**src/rtl/mctrl_pkg.sv**
```systemverilog
// Shared encodings for the multicycle MIPS control unit: states, opcodes,
// function codes, ALU operations and datapath mux selects.
package mctrl_pkg;

  typedef enum logic [3:0] {
    S_IF  = 4'd0,
    S_ID  = 4'd1,
    S_MA  = 4'd2,
    S_MR  = 4'd3,
    S_LW  = 4'd4,
    S_MW  = 4'd5,
    S_RE  = 4'd6,
    S_RW  = 4'd7,
    S_BR  = 4'd8,
    S_J   = 4'd9,
    S_IE  = 4'd10,
    S_IW  = 4'd11,
    S_LUI = 4'd12,
    S_JAL = 4'd13,
    S_JR  = 4'd14,
    S_ERR = 4'd15
  } state_t;

  typedef enum logic [3:0] {
    CL_MEM, CL_R, CL_JR, CL_BR, CL_J, CL_JAL, CL_IMM, CL_LUI, CL_BAD
  } inst_cls_t;

  localparam logic [5:0] OP_RTYPE = 6'b000000;
  localparam logic [5:0] OP_J     = 6'b000010;
  localparam logic [5:0] OP_JAL   = 6'b000011;
  localparam logic [5:0] OP_BEQ   = 6'b000100;
  localparam logic [5:0] OP_BNE   = 6'b000101;
  localparam logic [5:0] OP_ADDI  = 6'b001000;
  localparam logic [5:0] OP_SLTI  = 6'b001010;
  localparam logic [5:0] OP_ANDI  = 6'b001100;
  localparam logic [5:0] OP_ORI   = 6'b001101;
  localparam logic [5:0] OP_XORI  = 6'b001110;
  localparam logic [5:0] OP_LUI   = 6'b001111;
  localparam logic [5:0] OP_LW    = 6'b100011;
  localparam logic [5:0] OP_SW    = 6'b101011;

  localparam logic [5:0] FN_SRL = 6'b000010;
  localparam logic [5:0] FN_JR  = 6'b001000;
  localparam logic [5:0] FN_ADD = 6'b100000;
  localparam logic [5:0] FN_SUB = 6'b100010;
  localparam logic [5:0] FN_AND = 6'b100100;
  localparam logic [5:0] FN_OR  = 6'b100101;
  localparam logic [5:0] FN_XOR = 6'b100110;
  localparam logic [5:0] FN_NOR = 6'b100111;
  localparam logic [5:0] FN_SLT = 6'b101010;

  localparam logic [2:0] ALU_AND = 3'b000;
  localparam logic [2:0] ALU_OR  = 3'b001;
  localparam logic [2:0] ALU_ADD = 3'b010;
  localparam logic [2:0] ALU_XOR = 3'b011;
  localparam logic [2:0] ALU_NOR = 3'b100;
  localparam logic [2:0] ALU_SRL = 3'b101;
  localparam logic [2:0] ALU_SUB = 3'b110;
  localparam logic [2:0] ALU_SLT = 3'b111;

  localparam logic [1:0] SRCB_RT    = 2'd0;
  localparam logic [1:0] SRCB_4     = 2'd1;
  localparam logic [1:0] SRCB_IMM   = 2'd2;
  localparam logic [1:0] SRCB_IMMSH = 2'd3;

  localparam logic [1:0] PCSRC_ALU    = 2'd0;
  localparam logic [1:0] PCSRC_ALUOUT = 2'd1;
  localparam logic [1:0] PCSRC_JUMP   = 2'd2;
  localparam logic [1:0] PCSRC_RS     = 2'd3;

  localparam logic [1:0] DST_RT = 2'd0;
  localparam logic [1:0] DST_RD = 2'd1;
  localparam logic [1:0] DST_RA = 2'd2;

  localparam logic [1:0] WB_ALUOUT = 2'd0;
  localparam logic [1:0] WB_MDR    = 2'd1;
  localparam logic [1:0] WB_LUI    = 2'd2;
  localparam logic [1:0] WB_PC     = 2'd3;

endpackage

```
**src/rtl/mctrl_if.sv**
```systemverilog
// Control-to-datapath/memory bundle: status flows into the controller,
// selects, enables and memory strobes flow out.
interface mctrl_if;
  logic [31:0] Inst;
  logic        zero;
  logic        overflow;
  logic        MIO_ready;
  logic        MemRead;
  logic        MemWrite;
  logic        IorD;
  logic        IRWrite;
  logic [1:0]  RegDst;
  logic        RegWrite;
  logic [1:0]  MemtoReg;
  logic        ALUSrcA;
  logic [1:0]  ALUSrcB;
  logic [1:0]  PCSource;
  logic        PCWrite;
  logic        PCWriteCond;
  logic        Branch;
  logic [2:0]  ALU_operation;
  logic        shift;
  logic        unsign;
  logic [3:0]  state_out;

  modport master (
    input  Inst, zero, overflow, MIO_ready,
    output MemRead, MemWrite, IorD, IRWrite, RegDst, RegWrite, MemtoReg,
           ALUSrcA, ALUSrcB, PCSource, PCWrite, PCWriteCond, Branch,
           ALU_operation, shift, unsign, state_out
  );

  modport slave (
    output Inst, zero, overflow, MIO_ready,
    input  MemRead, MemWrite, IorD, IRWrite, RegDst, RegWrite, MemtoReg,
           ALUSrcA, ALUSrcB, PCSource, PCWrite, PCWriteCond, Branch,
           ALU_operation, shift, unsign, state_out
  );
endinterface

```
**src/rtl/mctrl_decode.sv**
```systemverilog
// Combinational instruction classifier: opcode/funct to class, ALU op and
// the per-instruction flags the FSM needs for both next-state and outputs.
module mctrl_decode
  import mctrl_pkg::*;
(
  input  logic [5:0] i_op,
  input  logic [5:0] i_funct,
  output inst_cls_t  o_cls,
  output logic [2:0] o_alu_op,
  output logic       o_unsign,
  output logic       o_shift,
  output logic       o_funct_ok,
  output logic       o_is_lw,
  output logic       o_is_beq,
  output logic       o_ov_en
);

  always_comb begin
    o_cls      = CL_BAD;
    o_alu_op   = ALU_AND;
    o_unsign   = 1'b0;
    o_shift    = 1'b0;
    o_funct_ok = 1'b0;
    o_is_lw    = 1'b0;
    o_is_beq   = 1'b0;
    o_ov_en    = 1'b0;
    case (i_op)
      OP_RTYPE: begin
        o_cls = (i_funct == FN_JR) ? CL_JR : CL_R;
        o_funct_ok = 1'b1;
        case (i_funct)
          FN_ADD:  begin o_alu_op = ALU_ADD; o_ov_en = 1'b1; end
          FN_SUB:  begin o_alu_op = ALU_SUB; o_ov_en = 1'b1; end
          FN_AND:  o_alu_op = ALU_AND;
          FN_OR:   o_alu_op = ALU_OR;
          FN_XOR:  o_alu_op = ALU_XOR;
          FN_NOR:  o_alu_op = ALU_NOR;
          FN_SLT:  o_alu_op = ALU_SLT;
          FN_SRL:  begin o_alu_op = ALU_SRL; o_shift = 1'b1; end
          default: o_funct_ok = 1'b0;
        endcase
      end
      OP_LW:   begin o_cls = CL_MEM; o_is_lw = 1'b1; end
      OP_SW:   o_cls = CL_MEM;
      OP_BEQ:  begin o_cls = CL_BR; o_is_beq = 1'b1; end
      OP_BNE:  o_cls = CL_BR;
      OP_J:    o_cls = CL_J;
      OP_JAL:  o_cls = CL_JAL;
      OP_ADDI: begin o_cls = CL_IMM; o_alu_op = ALU_ADD; o_ov_en = 1'b1; end
      OP_SLTI: begin o_cls = CL_IMM; o_alu_op = ALU_SLT; end
      OP_ANDI: begin o_cls = CL_IMM; o_alu_op = ALU_AND; o_unsign = 1'b1; end
      OP_ORI:  begin o_cls = CL_IMM; o_alu_op = ALU_OR;  o_unsign = 1'b1; end
      OP_XORI: begin o_cls = CL_IMM; o_alu_op = ALU_XOR; o_unsign = 1'b1; end
      OP_LUI:  o_cls = CL_LUI;
      default: o_cls = CL_BAD;
    endcase
  end

endmodule

```
**src/rtl/mctrl_fsm.sv**
```systemverilog
// Multicycle MIPS control unit: 16-state Moore FSM whose outputs are decoded
// from the current state and the latched instruction word.
module mctrl_fsm
  import mctrl_pkg::*;
#(
  parameter logic [3:0] RESET_STATE = 4'd0
) (
  input logic   clk,
  input logic   reset,
  mctrl_if.master bus
);

  state_t     r_state;
  logic       r_ov_q;

  inst_cls_t  w_cls;
  logic [2:0] w_alu_op;
  logic       w_unsign;
  logic       w_shift;
  logic       w_funct_ok;
  logic       w_is_lw;
  logic       w_is_beq;
  logic       w_ov_en;

  mctrl_decode u_decode (
    .i_op       (bus.Inst[31:26]),
    .i_funct    (bus.Inst[5:0]),
    .o_cls      (w_cls),
    .o_alu_op   (w_alu_op),
    .o_unsign   (w_unsign),
    .o_shift    (w_shift),
    .o_funct_ok (w_funct_ok),
    .o_is_lw    (w_is_lw),
    .o_is_beq   (w_is_beq),
    .o_ov_en    (w_ov_en)
  );

  // ov_q carries the EXE-stage overflow into WB and is cleared on every return to IF.
  always_ff @(posedge clk) begin
    if (!reset) begin
      r_state <= state_t'(RESET_STATE);
      r_ov_q  <= 1'b0;
    end else begin
      case (r_state)
        S_IF: begin
          r_ov_q <= 1'b0;
          if (bus.MIO_ready) r_state <= S_ID;
        end
        S_ID: begin
          case (w_cls)
            CL_MEM:  r_state <= S_MA;
            CL_R:    r_state <= S_RE;
            CL_JR:   r_state <= S_JR;
            CL_BR:   r_state <= S_BR;
            CL_J:    r_state <= S_J;
            CL_JAL:  r_state <= S_JAL;
            CL_IMM:  r_state <= S_IE;
            CL_LUI:  r_state <= S_LUI;
            default: r_state <= S_ERR;
          endcase
        end
        S_MA: r_state <= w_is_lw ? S_MR : S_MW;
        S_MR: if (bus.MIO_ready) r_state <= S_LW;
        S_MW: begin
          if (bus.MIO_ready) begin
            r_state <= S_IF;
            r_ov_q  <= 1'b0;
          end
        end
        S_RE: begin
          r_state <= w_funct_ok ? S_RW : S_ERR;
          r_ov_q  <= w_funct_ok & w_ov_en & bus.overflow;
        end
        S_IE: begin
          r_state <= S_IW;
          r_ov_q  <= w_ov_en & bus.overflow;
        end
        S_ERR: r_state <= S_ERR;
        default: begin
          r_state <= S_IF;
          r_ov_q  <= 1'b0;
        end
      endcase
    end
  end

  always_comb begin
    bus.MemRead       = 1'b0;
    bus.MemWrite      = 1'b0;
    bus.IorD          = 1'b0;
    bus.IRWrite       = 1'b0;
    bus.RegDst        = DST_RT;
    bus.RegWrite      = 1'b0;
    bus.MemtoReg      = WB_ALUOUT;
    bus.ALUSrcA       = 1'b0;
    bus.ALUSrcB       = SRCB_RT;
    bus.PCSource      = PCSRC_ALU;
    bus.PCWrite       = 1'b0;
    bus.PCWriteCond   = 1'b0;
    bus.Branch        = 1'b0;
    bus.ALU_operation = ALU_AND;
    bus.shift         = 1'b0;
    bus.unsign        = 1'b0;
    bus.state_out     = 4'd0;
    // Holding reset low silences every output, including pending memory strobes.
    if (reset) begin
      bus.state_out = r_state;
      case (r_state)
        S_IF: begin
          bus.MemRead       = 1'b1;
          bus.ALUSrcB       = SRCB_4;
          bus.ALU_operation = ALU_ADD;
          bus.PCWrite       = 1'b1;
          bus.IRWrite       = bus.MIO_ready;
        end
        S_ID: begin
          bus.ALUSrcB       = SRCB_IMMSH;
          bus.ALU_operation = ALU_ADD;
        end
        S_MA: begin
          bus.ALUSrcA       = 1'b1;
          bus.ALUSrcB       = SRCB_IMM;
          bus.ALU_operation = ALU_ADD;
        end
        S_MR: begin
          bus.MemRead = 1'b1;
          bus.IorD    = 1'b1;
        end
        S_LW: begin
          bus.MemtoReg = WB_MDR;
          bus.RegWrite = 1'b1;
        end
        S_MW: begin
          bus.MemWrite = 1'b1;
          bus.IorD     = 1'b1;
        end
        S_RE: begin
          bus.ALUSrcA       = 1'b1;
          bus.ALU_operation = w_alu_op;
          bus.shift         = w_shift;
        end
        S_RW: begin
          bus.RegDst   = DST_RD;
          bus.RegWrite = ~r_ov_q;
        end
        S_BR: begin
          bus.ALUSrcA       = 1'b1;
          bus.ALU_operation = ALU_SUB;
          bus.PCWriteCond   = 1'b1;
          bus.PCSource      = PCSRC_ALUOUT;
          bus.Branch        = w_is_beq;
        end
        S_J: begin
          bus.PCSource = PCSRC_JUMP;
          bus.PCWrite  = 1'b1;
        end
        S_IE: begin
          bus.ALUSrcA       = 1'b1;
          bus.ALUSrcB       = SRCB_IMM;
          bus.ALU_operation = w_alu_op;
          bus.unsign        = w_unsign;
        end
        S_IW: bus.RegWrite = ~r_ov_q;
        S_LUI: begin
          bus.MemtoReg = WB_LUI;
          bus.RegWrite = 1'b1;
        end
        S_JAL: begin
          bus.RegDst   = DST_RA;
          bus.MemtoReg = WB_PC;
          bus.RegWrite = 1'b1;
          bus.PCSource = PCSRC_JUMP;
          bus.PCWrite  = 1'b1;
        end
        S_JR: begin
          bus.PCSource = PCSRC_RS;
          bus.PCWrite  = 1'b1;
        end
        default: ;
      endcase
    end
  end

endmodule
```
**src/flat_wrapper.sv**
```systemverilog
// flat-port wrapper written by rule: the top's interface ports become plain ports
module mctrl_fsm_flat import mctrl_pkg::*;
#(
  parameter logic [3:0] RESET_STATE = 4'd0
)
  (clk, reset, bus_Inst, bus_zero, bus_overflow, bus_MIO_ready, bus_MemRead, bus_MemWrite, bus_IorD, bus_IRWrite, bus_RegDst, bus_RegWrite, bus_MemtoReg, bus_ALUSrcA, bus_ALUSrcB, bus_PCSource, bus_PCWrite, bus_PCWriteCond, bus_Branch, bus_ALU_operation, bus_shift, bus_unsign, bus_state_out);
  mctrl_if bus_i ();
  input logic clk;
  input logic reset;
  input wire logic [$bits(bus_i.Inst)-1:0] bus_Inst;
  input wire logic [$bits(bus_i.zero)-1:0] bus_zero;
  input wire logic [$bits(bus_i.overflow)-1:0] bus_overflow;
  input wire logic [$bits(bus_i.MIO_ready)-1:0] bus_MIO_ready;
  output wire logic [$bits(bus_i.MemRead)-1:0] bus_MemRead;
  output wire logic [$bits(bus_i.MemWrite)-1:0] bus_MemWrite;
  output wire logic [$bits(bus_i.IorD)-1:0] bus_IorD;
  output wire logic [$bits(bus_i.IRWrite)-1:0] bus_IRWrite;
  output wire logic [$bits(bus_i.RegDst)-1:0] bus_RegDst;
  output wire logic [$bits(bus_i.RegWrite)-1:0] bus_RegWrite;
  output wire logic [$bits(bus_i.MemtoReg)-1:0] bus_MemtoReg;
  output wire logic [$bits(bus_i.ALUSrcA)-1:0] bus_ALUSrcA;
  output wire logic [$bits(bus_i.ALUSrcB)-1:0] bus_ALUSrcB;
  output wire logic [$bits(bus_i.PCSource)-1:0] bus_PCSource;
  output wire logic [$bits(bus_i.PCWrite)-1:0] bus_PCWrite;
  output wire logic [$bits(bus_i.PCWriteCond)-1:0] bus_PCWriteCond;
  output wire logic [$bits(bus_i.Branch)-1:0] bus_Branch;
  output wire logic [$bits(bus_i.ALU_operation)-1:0] bus_ALU_operation;
  output wire logic [$bits(bus_i.shift)-1:0] bus_shift;
  output wire logic [$bits(bus_i.unsign)-1:0] bus_unsign;
  output wire logic [$bits(bus_i.state_out)-1:0] bus_state_out;
  assign bus_i.Inst = bus_Inst;
  assign bus_i.zero = bus_zero;
  assign bus_i.overflow = bus_overflow;
  assign bus_i.MIO_ready = bus_MIO_ready;
  assign bus_MemRead = bus_i.MemRead;
  assign bus_MemWrite = bus_i.MemWrite;
  assign bus_IorD = bus_i.IorD;
  assign bus_IRWrite = bus_i.IRWrite;
  assign bus_RegDst = bus_i.RegDst;
  assign bus_RegWrite = bus_i.RegWrite;
  assign bus_MemtoReg = bus_i.MemtoReg;
  assign bus_ALUSrcA = bus_i.ALUSrcA;
  assign bus_ALUSrcB = bus_i.ALUSrcB;
  assign bus_PCSource = bus_i.PCSource;
  assign bus_PCWrite = bus_i.PCWrite;
  assign bus_PCWriteCond = bus_i.PCWriteCond;
  assign bus_Branch = bus_i.Branch;
  assign bus_ALU_operation = bus_i.ALU_operation;
  assign bus_shift = bus_i.shift;
  assign bus_unsign = bus_i.unsign;
  assign bus_state_out = bus_i.state_out;
  mctrl_fsm #(.RESET_STATE(RESET_STATE)) u_core (.clk(clk), .reset(reset), .bus(bus_i));
endmodule
```
**config.mk**
```make
export PLATFORM = sky130hd
export DESIGN_NAME = mctrl_fsm_flat
export DESIGN_NICKNAME = d
export VERILOG_FILES = /design/src/rtl/mctrl_pkg.sv /design/src/rtl/mctrl_if.sv /design/src/rtl/mctrl_decode.sv /design/src/rtl/mctrl_fsm.sv /design/src/flat_wrapper.sv
export SDC_FILE = /design/constraint.sdc
export NUM_CORES = 1
export LEC_CHECK = 0
export ABC_AREA = 1
export ABC_CLOCK_PERIOD_IN_PS = 1600
export CORE_ASPECT_RATIO = 0.9
export CORE_MARGIN = 4
export CORE_UTILIZATION = 38
export CTS_BUF_LIST = sky130_fd_sc_hd__clkbuf_16
export CTS_CLUSTER_SIZE = 14
export DETAILED_ROUTE_END_ITERATION = 10
export PLACE_DENSITY = 0.92
export SETUP_SLACK_MARGIN = 0.02
export SKIP_CTS_REPAIR_TIMING = 1
export SLEW_MARGIN = 20
export SYNTH_ARGS = -nofsm -noshare
export SYNTH_HDL_FRONTEND = slang
export SYNTH_SLANG_ARGS = --single-unit
export TNS_END_PERCENT = 5
```
**constraint.sdc**
```tcl
create_clock -name clk -period 1.6 [get_ports clk]
set_input_delay 0.4 -clock clk [delete_from_list [all_inputs] [get_ports clk]]
set_output_delay 0.4 -clock clk [all_outputs]
set_load 0.02 [all_outputs]
```
==> impl_metrics.csv <==
group,metric,value,unit
power,powerDensity,1090,mW/mm^2
power,p_leak,1.22,nW
run,max_cap_viol_count,0,
floorplan,core_area,0.00253,sq mm
worst_setup_path,startpoint_type,"input pin",
logic_synthesis,syn_inst,200,
timing,finClkSkew,0.000360,ns
worst_setup_path,crit_type,"input pin to output pin",
drt,first_pass_iters,5,
timing,min_period_over_period,129,%
placed_design,gp_congestion,0.952,
logic_synthesis,ys_seq_elements,5,
logic_synthesis,netlist_area,0.00104,sq mm
worst_setup_path,end_kind,"output pin",
timing,worstMarginPinSlew,0.358,ns
timing,finalSetupViolCount,25,
worst_setup_path,slowest_delay,0.19,ns
logic_synthesis,seq_area_frac_synth,9.59,%
placed_design,place_inst,324,
final_layout,fillers,132,
timing,finalHoldViolations,0,
floorplan,io_pins,63,
grt,grt_pass1_wl,7650,um
clock_network,cts_buffer_depth,2,
floorplan,dieWidth,63.2,um
status,failed_checks,"setup timing",
worst_setup_path,cp_top_family,"buffers and inverters",
grt,grt_pass1_vias,1679,
power,max-vdd-ir-drop,1.08,mV
clock_network,h-tree-depth,1,
worst_setup_path,critPathSlowestCell,"o211ai_1",
clock_network,insertion_delay,0.23,ns
floorplan,die_height,57.7,um
worst_setup_path,crit_buf_inv,3,
grt,grt_use_total,26.0,%
worst_setup_path,arrival,1.67,ns
timing,slew_headroom,76.0,%
final_layout,stdcell_count,332,
final_layout,mostFrequentLayoutCell,"buf_4",
clock_network,root_buffer,"clkbuf_16",
timing,fin_ws,-0.466,ns
final_layout,synthToLayoutAreaGrowth,113,%
status,status,"finished, violations left",
floorplan,row_count,17,
worst_setup_path,crit_fanout,3,
drt,wirelength,6350,um
drt,vias_per_cell,5.93,
drt,avgRoutedWirePerCell,19.1,um
logic_synthesis,yosys_warnings,0,
grt,grt_max_degree,11,
logic_synthesis,avgSynthCellArea,5.22,sq um
logic_synthesis,synthDistinctLibCells,30,
grt,grt-ovfl-total,0,
timing,clock.fmax,484,MHz
logic_synthesis,synth_top_area_cell,"nand2_1",
grt,antenna_found_initial,0,
drt,drt_iter0_markers,236,
timing,min_period,2.07,ns
worst_setup_path,cp_cell_sequence,"dlymetal6s2s_1, inv_2, nand2_1, nor2_1, nand2_1, o211ai_1, nand2_1, a21boi_2, buf_4",
placed_design,port_buffers,41,
worst_setup_path,cp.required,1.20,ns
clock_network,cts_buffers,3,
clock_network,clk_pin_slew,0.03,ns
drt,postRouteAntennaNets,0,
logic_synthesis,syn-num-nets,237,
clock_network,tritoncts,"built",
min_path,hp-class,"flip-flop to flip-flop",
clock_network,cts_sinks,5,
final_layout,drive_above_1_share,55.3,%
drt,dr_total_vias,1969,
final_layout,insertedDiodeCount,0,
timing,fin_tns_setup,-5.08,ns
final_layout,layout_common_cells,"buf_4, nand2_1, inv_1",
drt,drcViolationCount,0,
logic_synthesis,ys_top_cells_by_area,"nand2_1, nand3_1, inv_1",
floorplan,dieArea,0.00365,sq mm
logic_synthesis,synth_top_area_share,18.7,%
worst_setup_path,crit_top_cell,"nand2_1",
timing,drv_slew,0,
floorplan,start_util,41.2,%
placed_design,dp_hpwl,3670,um
placed_design,dp_slack,-1.12,ns
final_layout,nets,342,
final_layout,final_util,87.9,%
timing,rsz0062_at_grt,"true",
## flip-flops by register name, indices dropped and copies added, names as in the netlist
signal,cells
u_core.r_state,4
u_core.r_ov_q,1
## layer usage
metal	up-vias	routed length, um	GRT usage, %
li1	855	-	-
met1	884	2240	31.0
met2	157	3100	46.5
met3	73	515	4.65
met4	0	491	10.2
met5	-	0	0
## per-stage QoR
stage / total power, W / hold WS [ns] / cell area (sq um)
finish: 0.00243 / 0.511 / 2220
global route: 0.00253 / 0.538 / 2220
CTS: 0.00220 / 0.497 / 2060
detailed placement: 0.00176 / 0.488 / 1980
global placement: 0.00169 / 0.458 / 1980
floorplan: 0.00100 / 0.444 / 1110
## report_power, final
group / internal, W / switching, W
Sequential: 0.000181 / 0.0000994
Clock: 0.000324 / 0.0000910
Combinational: 0.000732 / 0.00100
## logic make-up (layout without fill, tap and decap cells)
| logic type | count (synthesis) | count (layout) | synth area share [%] |
|---|---|---|---|
| flops | 5 | 5 | 9.59 |
| simple gates | 128 | 128 | 59.1 |
| compound gates | 31 | 31 | 17.7 |
| buf+inv | 36 | 140 | 13.5 |
## worst reg2reg max path, stage by stage, from the launching register on
cell     delay (ns)
dfxtp_4        0.38
buf_4          0.14
nor2_2         0.16
buf_4          0.15
nand2_2        0.08
buf_4          0.16
a31oi_4        0.21
nor3_2         0.09
nand2_1        0.09
nand2_1        0.06
## synth_stat cells
master,count
clkinv_2,1
clkinv_1,1
nor2_2,6
o21ai_0,6
nor2_1,24
buf_4,1
nor3b_1,1
clkbuf_1,1
nor3_1,6
o21ai_1,1
buf_2,1
inv_2,4
nand3_1,21
dfxtp_1,5
nor2_4,6
o22ai_1,1
a31oi_2,1
nand2_2,5
o211ai_2,1
o211ai_1,3
a21boi_0,1
nand4_1,3
nor4_1,2
a21oi_1,15
o21bai_1,1
nand2_4,1
nand2_1,52
a31oi_1,1
inv_1,27
nor3_2,1
## final cells by class
class                   count  area [sq um]  share of cell area, %
repair buffers            103           832                   37.4
clock inverters             1          3.75                  0.169
inverters                  33           130                   5.85
flip-flops and latches      5           113                   5.06
multi-input cells         159          1040                   46.6
well taps                  28          35.0                   1.57
clock buffers               3          75.1                   3.37
## path summary, 6_finish.rpt
check,startpoint,endpoint,slack [ns],cells past startpoint
min,u_core.r_ov_q$_SDFFE_PN0P_,u_core.r_ov_q$_SDFFE_PN0P_,0.51,2
min reg2reg,u_core.r_ov_q$_SDFFE_PN0P_,u_core.r_ov_q$_SDFFE_PN0P_,0.51,2
max reg2reg,u_core.r_state[1]$_SDFFE_PN0P_,u_core.r_state[2]$_SDFFE_PN0P_,-0.03,9
max,bus_Inst[3],bus_ALU_operation[0],-0.47,9
No activity file was read; power rests on OpenSTA's default activity.
